`src/rtl/uart_rx_pkg.sv`:
```
// rtl/uart_rx_pkg.sv - shared defaults and state encoding for the UART receive FSM
package uart_rx_pkg;

    localparam int DEFAULT_DATA_WIDTH    = 8;
    localparam int DEFAULT_PRESCALE_LAST = 7;

    typedef enum logic [2:0] {
        ST_IDLE   = 3'd0,
        ST_START  = 3'd1,
        ST_DATA   = 3'd2,
        ST_PARITY = 3'd3,
        ST_STOP   = 3'd4,
        ST_DONE   = 3'd5
    } rx_state_t;

endpackage

```
`src/rtl/uart_parity_calc.sv`:
```
// rtl/uart_parity_calc.sv - expected parity bit for a received data word
module uart_parity_calc #(
    parameter int DATA_WIDTH = 8
) (
    input  logic [DATA_WIDTH-1:0] data,
    input  logic                  par_typ,
    output logic                  parity
);

    // Odd parity inverts the plain XOR so the total count of ones comes out odd.
    assign parity = (^data) ^ par_typ;

endmodule

```
`src/rtl/uart_rx_fsm.sv`:
```
// rtl/uart_rx_fsm.sv - UART receive frame controller driving the edge/bit counter and sampler
module uart_rx_fsm
    import uart_rx_pkg::*;
#(
    parameter int DATA_WIDTH    = DEFAULT_DATA_WIDTH,
    parameter int PRESCALE_LAST = DEFAULT_PRESCALE_LAST
) (
    input  logic                  clk,
    input  logic                  asy_reset,
    input  logic                  RX_IN,
    input  logic                  PAR_EN,
    input  logic                  PAR_TYP,
    input  logic [3:0]            edge_count,
    input  logic [4:0]            bit_count,
    input  logic                  sampled_bit,
    output logic                  edge_bit_enable,
    output logic                  sample_enable,
    output logic [DATA_WIDTH-1:0] P_DATA,
    output logic                  data_valid,
    output logic                  par_err,
    output logic                  stp_err,
    output logic                  busy
);

    rx_state_t             state, next_state;
    logic [DATA_WIDTH-1:0] shift_reg, shift_next;
    logic                  par_en_q, par_en_next;
    logic                  par_typ_q, par_typ_next;
    logic                  par_flag, par_flag_next;
    logic                  stp_flag, stp_flag_next;
    logic                  bit_end;
    logic                  expected_parity;
    logic                  frame_end;
    logic                  frame_good;
    logic                  run_next;

    uart_parity_calc #(
        .DATA_WIDTH(DATA_WIDTH)
    ) u_parity (
        .data    (shift_reg),
        .par_typ (par_typ_q),
        .parity  (expected_parity)
    );

    assign bit_end = (edge_count == 4'(PRESCALE_LAST));

    always_comb begin
        next_state    = state;
        shift_next    = shift_reg;
        par_en_next   = par_en_q;
        par_typ_next  = par_typ_q;
        par_flag_next = par_flag;
        stp_flag_next = stp_flag;
        case (state)
            ST_IDLE: begin
                // Frame configuration is frozen here so mid-frame changes cannot corrupt it.
                if (!RX_IN) begin
                    next_state    = ST_START;
                    par_en_next   = PAR_EN;
                    par_typ_next  = PAR_TYP;
                    par_flag_next = 1'b0;
                    stp_flag_next = 1'b0;
                end
            end
            ST_START: begin
                if (bit_end) begin
                    next_state = sampled_bit ? ST_IDLE : ST_DATA;
                end
            end
            ST_DATA: begin
                if (bit_end) begin
                    shift_next = {sampled_bit, shift_reg[DATA_WIDTH-1:1]};
                    if (bit_count == 5'(DATA_WIDTH)) begin
                        next_state = par_en_q ? ST_PARITY : ST_STOP;
                    end
                end
            end
            ST_PARITY: begin
                if (bit_end) begin
                    if (sampled_bit != expected_parity) begin
                        par_flag_next = 1'b1;
                    end
                    next_state = ST_STOP;
                end
            end
            ST_STOP: begin
                if (bit_end) begin
                    if (!sampled_bit) begin
                        stp_flag_next = 1'b1;
                    end
                    next_state = ST_DONE;
                end
            end
            ST_DONE: begin
                next_state = ST_IDLE;
            end
            default: begin
                next_state = ST_IDLE;
            end
        endcase
    end

    // Outputs are registered from the next state so they line up with the state they describe.
    assign frame_end  = (state == ST_STOP) && (next_state == ST_DONE);
    assign frame_good = frame_end && !par_flag_next && !stp_flag_next;
    assign run_next   = (next_state == ST_START) || (next_state == ST_DATA) ||
                        (next_state == ST_PARITY) || (next_state == ST_STOP);

    always_ff @(posedge clk or posedge asy_reset) begin
        if (asy_reset) begin
            state           <= ST_IDLE;
            shift_reg       <= '0;
            par_en_q        <= 1'b0;
            par_typ_q       <= 1'b0;
            par_flag        <= 1'b0;
            stp_flag        <= 1'b0;
            P_DATA          <= '0;
            data_valid      <= 1'b0;
            par_err         <= 1'b0;
            stp_err         <= 1'b0;
            busy            <= 1'b0;
            edge_bit_enable <= 1'b0;
            sample_enable   <= 1'b0;
        end else begin
            state           <= next_state;
            shift_reg       <= shift_next;
            par_en_q        <= par_en_next;
            par_typ_q       <= par_typ_next;
            par_flag        <= par_flag_next;
            stp_flag        <= stp_flag_next;
            data_valid      <= frame_good;
            par_err         <= frame_end && par_flag_next;
            stp_err         <= frame_end && stp_flag_next;
            busy            <= (next_state != ST_IDLE);
            edge_bit_enable <= run_next;
            sample_enable   <= run_next;
            if (frame_good) begin
                P_DATA <= shift_reg;
            end
        end
    end

endmodule

```
`config.mk`:
```
export PLATFORM = sky130hd
export DESIGN_NAME = uart_rx_fsm
export DESIGN_NICKNAME = d
export VERILOG_FILES = /design/src/rtl/uart_rx_pkg.sv /design/src/rtl/uart_parity_calc.sv /design/src/rtl/uart_rx_fsm.sv
export SDC_FILE = /design/constraint.sdc
export NUM_CORES = 1
export LEC_CHECK = 0
export CORE_MARGIN = 2
export CORE_UTILIZATION = 45
export CTS_BUF_LIST = sky130_fd_sc_hd__clkbuf_16
export DETAILED_ROUTE_END_ITERATION = 8
export DONT_BUFFER_PORTS = 1
export HOLD_SLACK_MARGIN = 0.08
export SETUP_SLACK_MARGIN = 0.2
export SLEW_MARGIN = 10
export SYNTH_ARGS = -nofsm -noshare
export SYNTH_HDL_FRONTEND = slang
export SYNTH_SLANG_ARGS = --single-unit
```
`constraint.sdc`:
```
create_clock -name clk -period 2.3 [get_ports clk]
set_clock_uncertainty 0.2 [all_clocks]
set_input_delay 0.345 -clock clk [delete_from_list [all_inputs] [get_ports clk]]
set_output_delay 0.345 -clock clk [all_outputs]
set_load 0.005 [all_outputs]
```
==> summary.txt, run 1 <==
Layout
  – Layout cell share with drive strength beyond 1: 23.36%
  – Area growth syn-to-layout: 13.17%
  – Fillers: 234
  – Final #Nets: 123
  – Final cell count without fillers: 138
  – Diodes inserted: 0

Setup path
  – Worst Setup Path Type: reg2reg
  – Critical-path maximum fanout: 10
  – Setup crit end kind: register
  – CP max-delay cell: or3_4
  – Crit path launch type: register
  – Slowest Stage Delay on Critical Path: 0.49 ns
  – Worst r2r path cells: 4
  – CP Cell Sequence: nor2_1 > nand2_1 > or3_4 > mux2_4
  – CP top delay family: simple AND/OR/NAND/NOR gates
  – Arrival time worst endpoint: 1.84 ns
  – CP required: 2.24 ns
  – Worst path bufs/invs: 0
  – Critical path depth: 4

Clock network
  – Clk slew on worst S/H paths: 0.07 ns
  – TritonCTS clock tree: done
  – CTS Buffer Depth: 2
  – Clock Sinks: 28
  – Root buf cell: clkbuf_16
  – CTS Buf Count: 3
  – Worst-skew pair later-pin latency: 0.26 ns
  – Postcts setup bufs: 0
  – H-tree levels: 1

Die
  – Die Wd: 57.98 um
  – # rows: 19
  – Die height: 57.98 um
  – Initial Utilization: 47.55%
  – Ports: 29
  – Die area: 0.003362 mm2
  – Core footprint: 0.002758 mm2

STA
  – Slew Viols, Final: 0
  – Minimum clock period after layout: 1.904 ns
  – RSZ-0062 raised after global routing: no
  – Crit share post-route: 82.80%
  – Fmax: 0.5251 GHz
  – Endpoints failing setup: 0
  – Slew HR: 74.80%
  – Tightest Pin Transition: 0.3780 ns
  – Final Hold Viols: 0
  – Setup TNS after final layout: 0 ns

Yosys
  – Compound-Gate Fraction of Synth Area: 5.916%
  – Post-synth top area share: 53.44%
  – Largest family of logic cells by synthesized area: multiplexers
  – Avg Cell Area, Syn: 12.86 um2
  – Post-synth EDFFs: 0
  – Post-synthesis mux area share: 16.89%
  – Sequential cell area fraction in the yosys report: 53.44%
  – Asr flop ratio synth: 100.0%
  – Xor/xnor cell area share of the yosys netlist: 6.393%
  – Most frequent cell after synthesis: dfrtp_1
  – Adder-Cell Fraction of Synth Area: 0%
  – Leading area contributor after synthesis: dfrtp_1
  – Yosys reg bits: 28
  – Synth cell count leaders: 28 x dfrtp_1, 8 x mux2_4, 7 x mux2_2
  – Synth top area cells: dfrtp_1 53%, mux2_4 9.2%, mux2_2 6.0%
  – Post-Synthesis Cells: 102
  – Post-Syn Area: 0.001311 mm2
  – Post-synthesis cell type count: 33
  – Commonest register cell after synthesis: dfrtp_1
  – Post-Syn Nets: 117
  – Synth Area in Simple Gates: 13.07%
  – Synth Warn #: 0

Route
  – Routed vias: 782
  – Number of routed nets with antenna violations: 0
  – DR vias/cell: 5.667
  – Iter 0 DRT Violations: 11
  – DR DRC count: 0
  – Drt pass-1 iters: 4
  – DRT Wirelength: 2185 um
  – Wire length per cell: 15.83 um

Min path
  – Hold Path Depth: 2
  – Hold Crit Class: in2reg

GRT
  – Largest net degree at the start of global routing: 20
  – Total Routing Usage GR: 14.49%
  – Initial antenna violation count: 0
  – First-pass GRT wire length: 3705 um
  – Global route total overflow: 0
  – Vias in the first global route: 794

Power and ir drop
  – VDD IR-drop max: 1.175 mV
  – Leakage: 0.7210 nW
  – PwrDens: 914.8 mW/mm2

Placed design
  – Placer Congestion: 0.8725
  – PortBufs: 0
  – Placed Cells: 129
  – DP HPWL: 1620 um

Job
  – Max cap viols: 0

Outcome
  – Outcome: finished, final reports clean
[placed cells by master (no fill, tap or decap)]
cell type | Yosys | routed
inv_1 | 3 | 3
dlygate4sd3_1 | 0 | 5
mux2_4 | 8 | 8
or2_1 | 1 | 1
o21a_1 | 2 | 2
nor3b_1 | 2 | 2
nor4_1 | 2 | 2
clkbuf_16 | 0 | 3
a21oi_1 | 2 | 2
nor3_1 | 2 | 2
or3_2 | 1 | 1
xor2_1 | 1 | 1
or3_1 | 4 | 3
or3_4 | 0 | 1
a31oi_1 | 3 | 3
mux2_1 | 2 | 2
buf_4 | 1 | 2
or4bb_1 | 1 | 1
and2_1 | 1 | 1
nand4b_2 | 1 | 1
mux2_2 | 7 | 7
and4b_1 | 1 | 1
o21ai_0 | 2 | 2
dfrtp_1 | 28 | 28
inv_2 | 1 | 1
nor2_1 | 2 | 2
nand2b_1 | 1 | 1
and3_1 | 1 | 1
o221ai_1 | 1 | 1
bufinv_16 | 0 | 1
xnor3_1 | 1 | 1
or4b_1 | 1 | 1
xnor2_1 | 6 | 6
o31ai_1 | 2 | 2
nand2_1 | 6 | 6
[through the flow]
| step | hold WS [ns] | setup WS [ns] | utilization, % | power, mW | area [um2] |
|---|---|---|---|---|---|
| after floorplan | 0.2104 | 0.4403 | - | 0.8106 | 1311 |
| after global placement | 0.01395 | 0.2792 | 48.00 | 0.8534 | 1324 |
| after detailed placement | 0.01722 | 0.2268 | 48.00 | 0.8578 | 1324 |
| after CTS | 0.1048 | 0.2160 | 53.63 | 1.370 | 1479 |
| after global routing | 0.1119 | 0.3332 | 53.81 | 1.429 | 1484 |
| final | 0.1089 | 0.3956 | 53.81 | 1.358 | 1484 |
[what timing repair did]
item | 4_1_cts | 5_1_grt
hold buffers | 5 | 0
endpoints found under the setup margin | 0 | 8
hold endpoints to repair | 14 | 0
gates resized for setup | 0 | 1
[kinds of logic after synthesis]
logic type             Yosys count
AO/OA/AOI/OAI                   12
XOR/XNOR                         8
buffers and inverters           10
flip-flops                      28
multiplexers                    17
AND/OR/NAND/NOR                 27
[report_power, final]
part	internal (mW)	total (mW)	leakage [nW]	switching, mW
Sequential	0.551	0.605	0.374	0.0538
Clock	0.346	0.505	0.0511	0.158
Combinational	0.131	0.248	0.296	0.117
[metal layers]
metal / track usage, % / wire [um]
met5: 0 / 0
met4: 2.326 / 6
met3: 6.473 / 123
met2: 22.73 / 1052
met1: 19.01 / 1002
[worst paths after layout]
path	start	end	slack [ns]
min in group asynchronous	asy_reset	P_DATA[7]	0.28
max in group asynchronous	asy_reset	par_en_q	1.05
worst min register to register	par_flag	par_flag	0.29
worst min-delay path	sampled_bit	stp_flag	0.11
worst max register to register	state[0]	P_DATA[2]	0.40
worst max-delay path	state[0]	P_DATA[2]	0.40
[cell type report]
cell class	count	area (um2)	area share, %
clock inverter	1	30.03	2.024
tap	31	38.79	2.614
clock buffer	3	75.07	5.059
sequential	28	700.7	47.22
multi-input combinational	64	559.3	37.69
inverter	4	15.01	1.012
timing repair buffer	7	65.06	4.384
No activity file was read; power rests on OpenSTA's default activity.
==> run 2: changes to the inputs <==
==> constraint.sdc (replaced) <==
create_clock -name clk -period 1.8 [get_ports clk]
set_clock_uncertainty 0.2 [all_clocks]
set_input_delay 0.27 -clock clk [delete_from_list [all_inputs] [get_ports clk]]
set_output_delay 0.27 -clock clk [all_outputs]
set_load 0.005 [all_outputs]
==> run 2 against run 1 <==
Net effect:
- the run now ends with negative setup slack left
- sequential power up 33%
- clock power down 1%
- critical endpoint is now P_DATA[1]
- sequential share of layout area down 6.9 points
- worst setup slack worse by 0.45 ns
==> summary.txt, run 2 (synthesized netlist as in run 1, its figures left out) <==
Layout
  – Commonest non-fill, non-tap cell in the layout: dfrtp_1
  – Layout cell share with drive strength beyond 1: 46.51% (+23 points)
  – Diodes inserted: 0 (unchanged)
  – Fin util: 63.25% (+9.4 points)
  – Commonest cells after routing, fill and taps aside: 26 x dfrtp_1, 17 x mux2_4, 17 x buf_4
  – Area growth syn-to-layout: 33.02%
  – Final #Nets: 145 (+18%)
  – Fillers: 214 (-8.5%)

STA
  – Setup ws final: -0.05773 ns (-0.4533 ns)
  – WHS: 0.05376 ns (-0.05513 ns)
  – Slew HR: 81.20% (+6.4 points)
  – Minimum clock period after layout: 1.858 ns (-0.04666 ns)
  – Tightest Pin Transition: 0.2819 ns (-0.09607 ns)
  – Fmax: 0.5383 GHz (+2.5%)
  – Final Hold Viols: 0 (unchanged)
  – Crit share post-route: 103.2% (+20 points)
  – Slew Viols, Final: 0 (unchanged)
  – Endpoints failing setup: 8 (+8)
  – RSZ-0062 raised after global routing: yes

GRT
  – Total Routing Usage GR: 17.04% (+2.6 points)
  – First-pass GRT wire length: 4243 um (+15%)
  – Initial antenna violation count: 0 (unchanged)
  – Global route total overflow: 0 (unchanged)
  – Largest net degree at the start of global routing: 24 (+20%)
  – Vias in the first global route: 905 (+14%)

Clock network
  – TritonCTS clock tree: done
  – CTS Buf Count: 3 (unchanged)
  – CTS Buffer Depth: 2 (unchanged)
  – Worst-skew pair later-pin latency: 0.26 ns (about the same)
  – Clock Sinks: 28 (unchanged)
  – Root buf cell: clkbuf_16
  – Clk slew on worst S/H paths: 0.06 ns (about the same)
  – Hold_buf cts: 5 (unchanged)
  – H-tree levels: 1 (unchanged)

Die
  – # rows: 19 (unchanged)
  – Core footprint: 0.002758 mm2 (unchanged)
  – Initial Utilization: 47.55% (unchanged)
  – Die Wd: 57.98 um (unchanged)
  – Die height: 57.98 um (unchanged)
  – Die area: 0.003362 mm2 (unchanged)
  – Ports: 29 (unchanged)

Setup path
  – CP max-delay cell: dfrtp_1
  – CP top delay family: simple AND/OR/NAND/NOR gates
  – Arrival time worst endpoint: 1.80 ns (-0.04 ns)
  – CP required: 1.75 ns (-0.49 ns)
  – Critical-path maximum fanout: 5 (-5)
  – Worst Setup Path Type: reg2reg
  – CP Cell Sequence: or3_4 > or3_4 > buf_6 > mux2_4
  – Setup crit end kind: register
  – Worst path bufs/invs: 1 (+1)
  – Slowest Stage Delay on Critical Path: 0.38 ns (-0.11 ns)
  – Worst path most repeated cell: or3_4
  – Crit path launch type: register

Route
  – Routed vias: 886 (+13%)
  – Drt pass-1 iters: 4 (unchanged)
  – DR DRC count: 0 (unchanged)
  – DRT Wirelength: 2629 um (+20%)
  – Wire length per cell: 16.43 um (+3.8%)
  – Iter 0 DRT Violations: 9 (-2)
  – Number of routed nets with antenna violations: 0 (unchanged)
  – DR vias/cell: 5.538 (-2.3%)

Power and ir drop
  – VDD IR-drop max: 1.031 mV (-12%)
  – Leakage: 0.8723 nW (+21%)
  – PwrDens: 1097 mW/mm2 (+20%)

Outcome
  – Outcome: finished, violations left
  – Failing checks: negative setup slack

Job
  – Max cap viols: 0 (unchanged)

Placed design
  – DP HPWL: 1653 um (+2.0%)
  – Placer Congestion: 0.8023 (-8.0%)
  – PortBufs: 0 (unchanged)

Min path
  – Hold Crit Class: in2reg
==> run 2: path summary, 6_finish.rpt <==
path	startpoint	to	slack, ns	cells after the start
max	stp_flag	P_DATA[1]	-0.06	4
min	RX_IN	state[0]	0.05	2
max reg2reg	stp_flag	P_DATA[1]	-0.06	4
min reg2reg	state[2]	state[1]	0.32	1
max in group asynchronous	asy_reset	state[1]	0.71	3
min in group asynchronous	asy_reset	stp_err	0.14	2
==> run 2: power by group <==
part | switching, mW | internal [mW]
Clock | 0.201 | 0.298
Sequential | 0.0952 | 0.709
Combinational | 0.231 | 0.380
Total | 0.527 | 1.39
==> run 2: per-stage QoR <==
stage                     TNS (ns)  instances  total power, mW  area, um2  setup WS, ns
final                      -0.3954        160            1.914       1744      -0.05773
after global routing       -0.7303        160            1.999       1744       -0.1006
after CTS                  -0.2899        153            1.805       1639      -0.04055
after detailed placement   -0.4007        138            1.189       1405      -0.05120
after global placement     -0.2004        138            1.178       1405      -0.02563
after floorplan                  0        102            1.093       1346       0.01129
==> run 2: layer usage <==
layer / part of all wire, % / GRT usage [%] / vias to the layer above
met5: 0 / 0 / -
met3: 4.8 / 4.241 / 4
met4: 0.95 / 5.648 / 0
li1: - / - / 421
met2: 47 / 28.25 / 20
met1: 47 / 21.88 / 441
==> run 2: cell type report <==
| type | instances | area [um2] | share of cell area (%) |
|---|---|---|---|
| inverter | 4 | 15.01 | 0.8608 |
| sequential | 28 | 703.2 | 40.32 |
| timing repair buffer | 28 | 245.2 | 14.06 |
| clock buffer | 3 | 75.07 | 4.304 |
| multi-input combinational | 65 | 663.1 | 38.02 |
| clock inverter | 1 | 3.754 | 0.2152 |
| tap | 31 | 38.79 | 2.224 |
==> run 2: repair_timing <==
action | 4_1_cts | 5_1_grt
cloned | 1 | 1
hold endpoints to repair | 36 | 1
buffers inserted | 5 | 6
pin swaps | 4 | 5
resized for setup | 15 | 13
setup endpoints to repair | 22 | 21
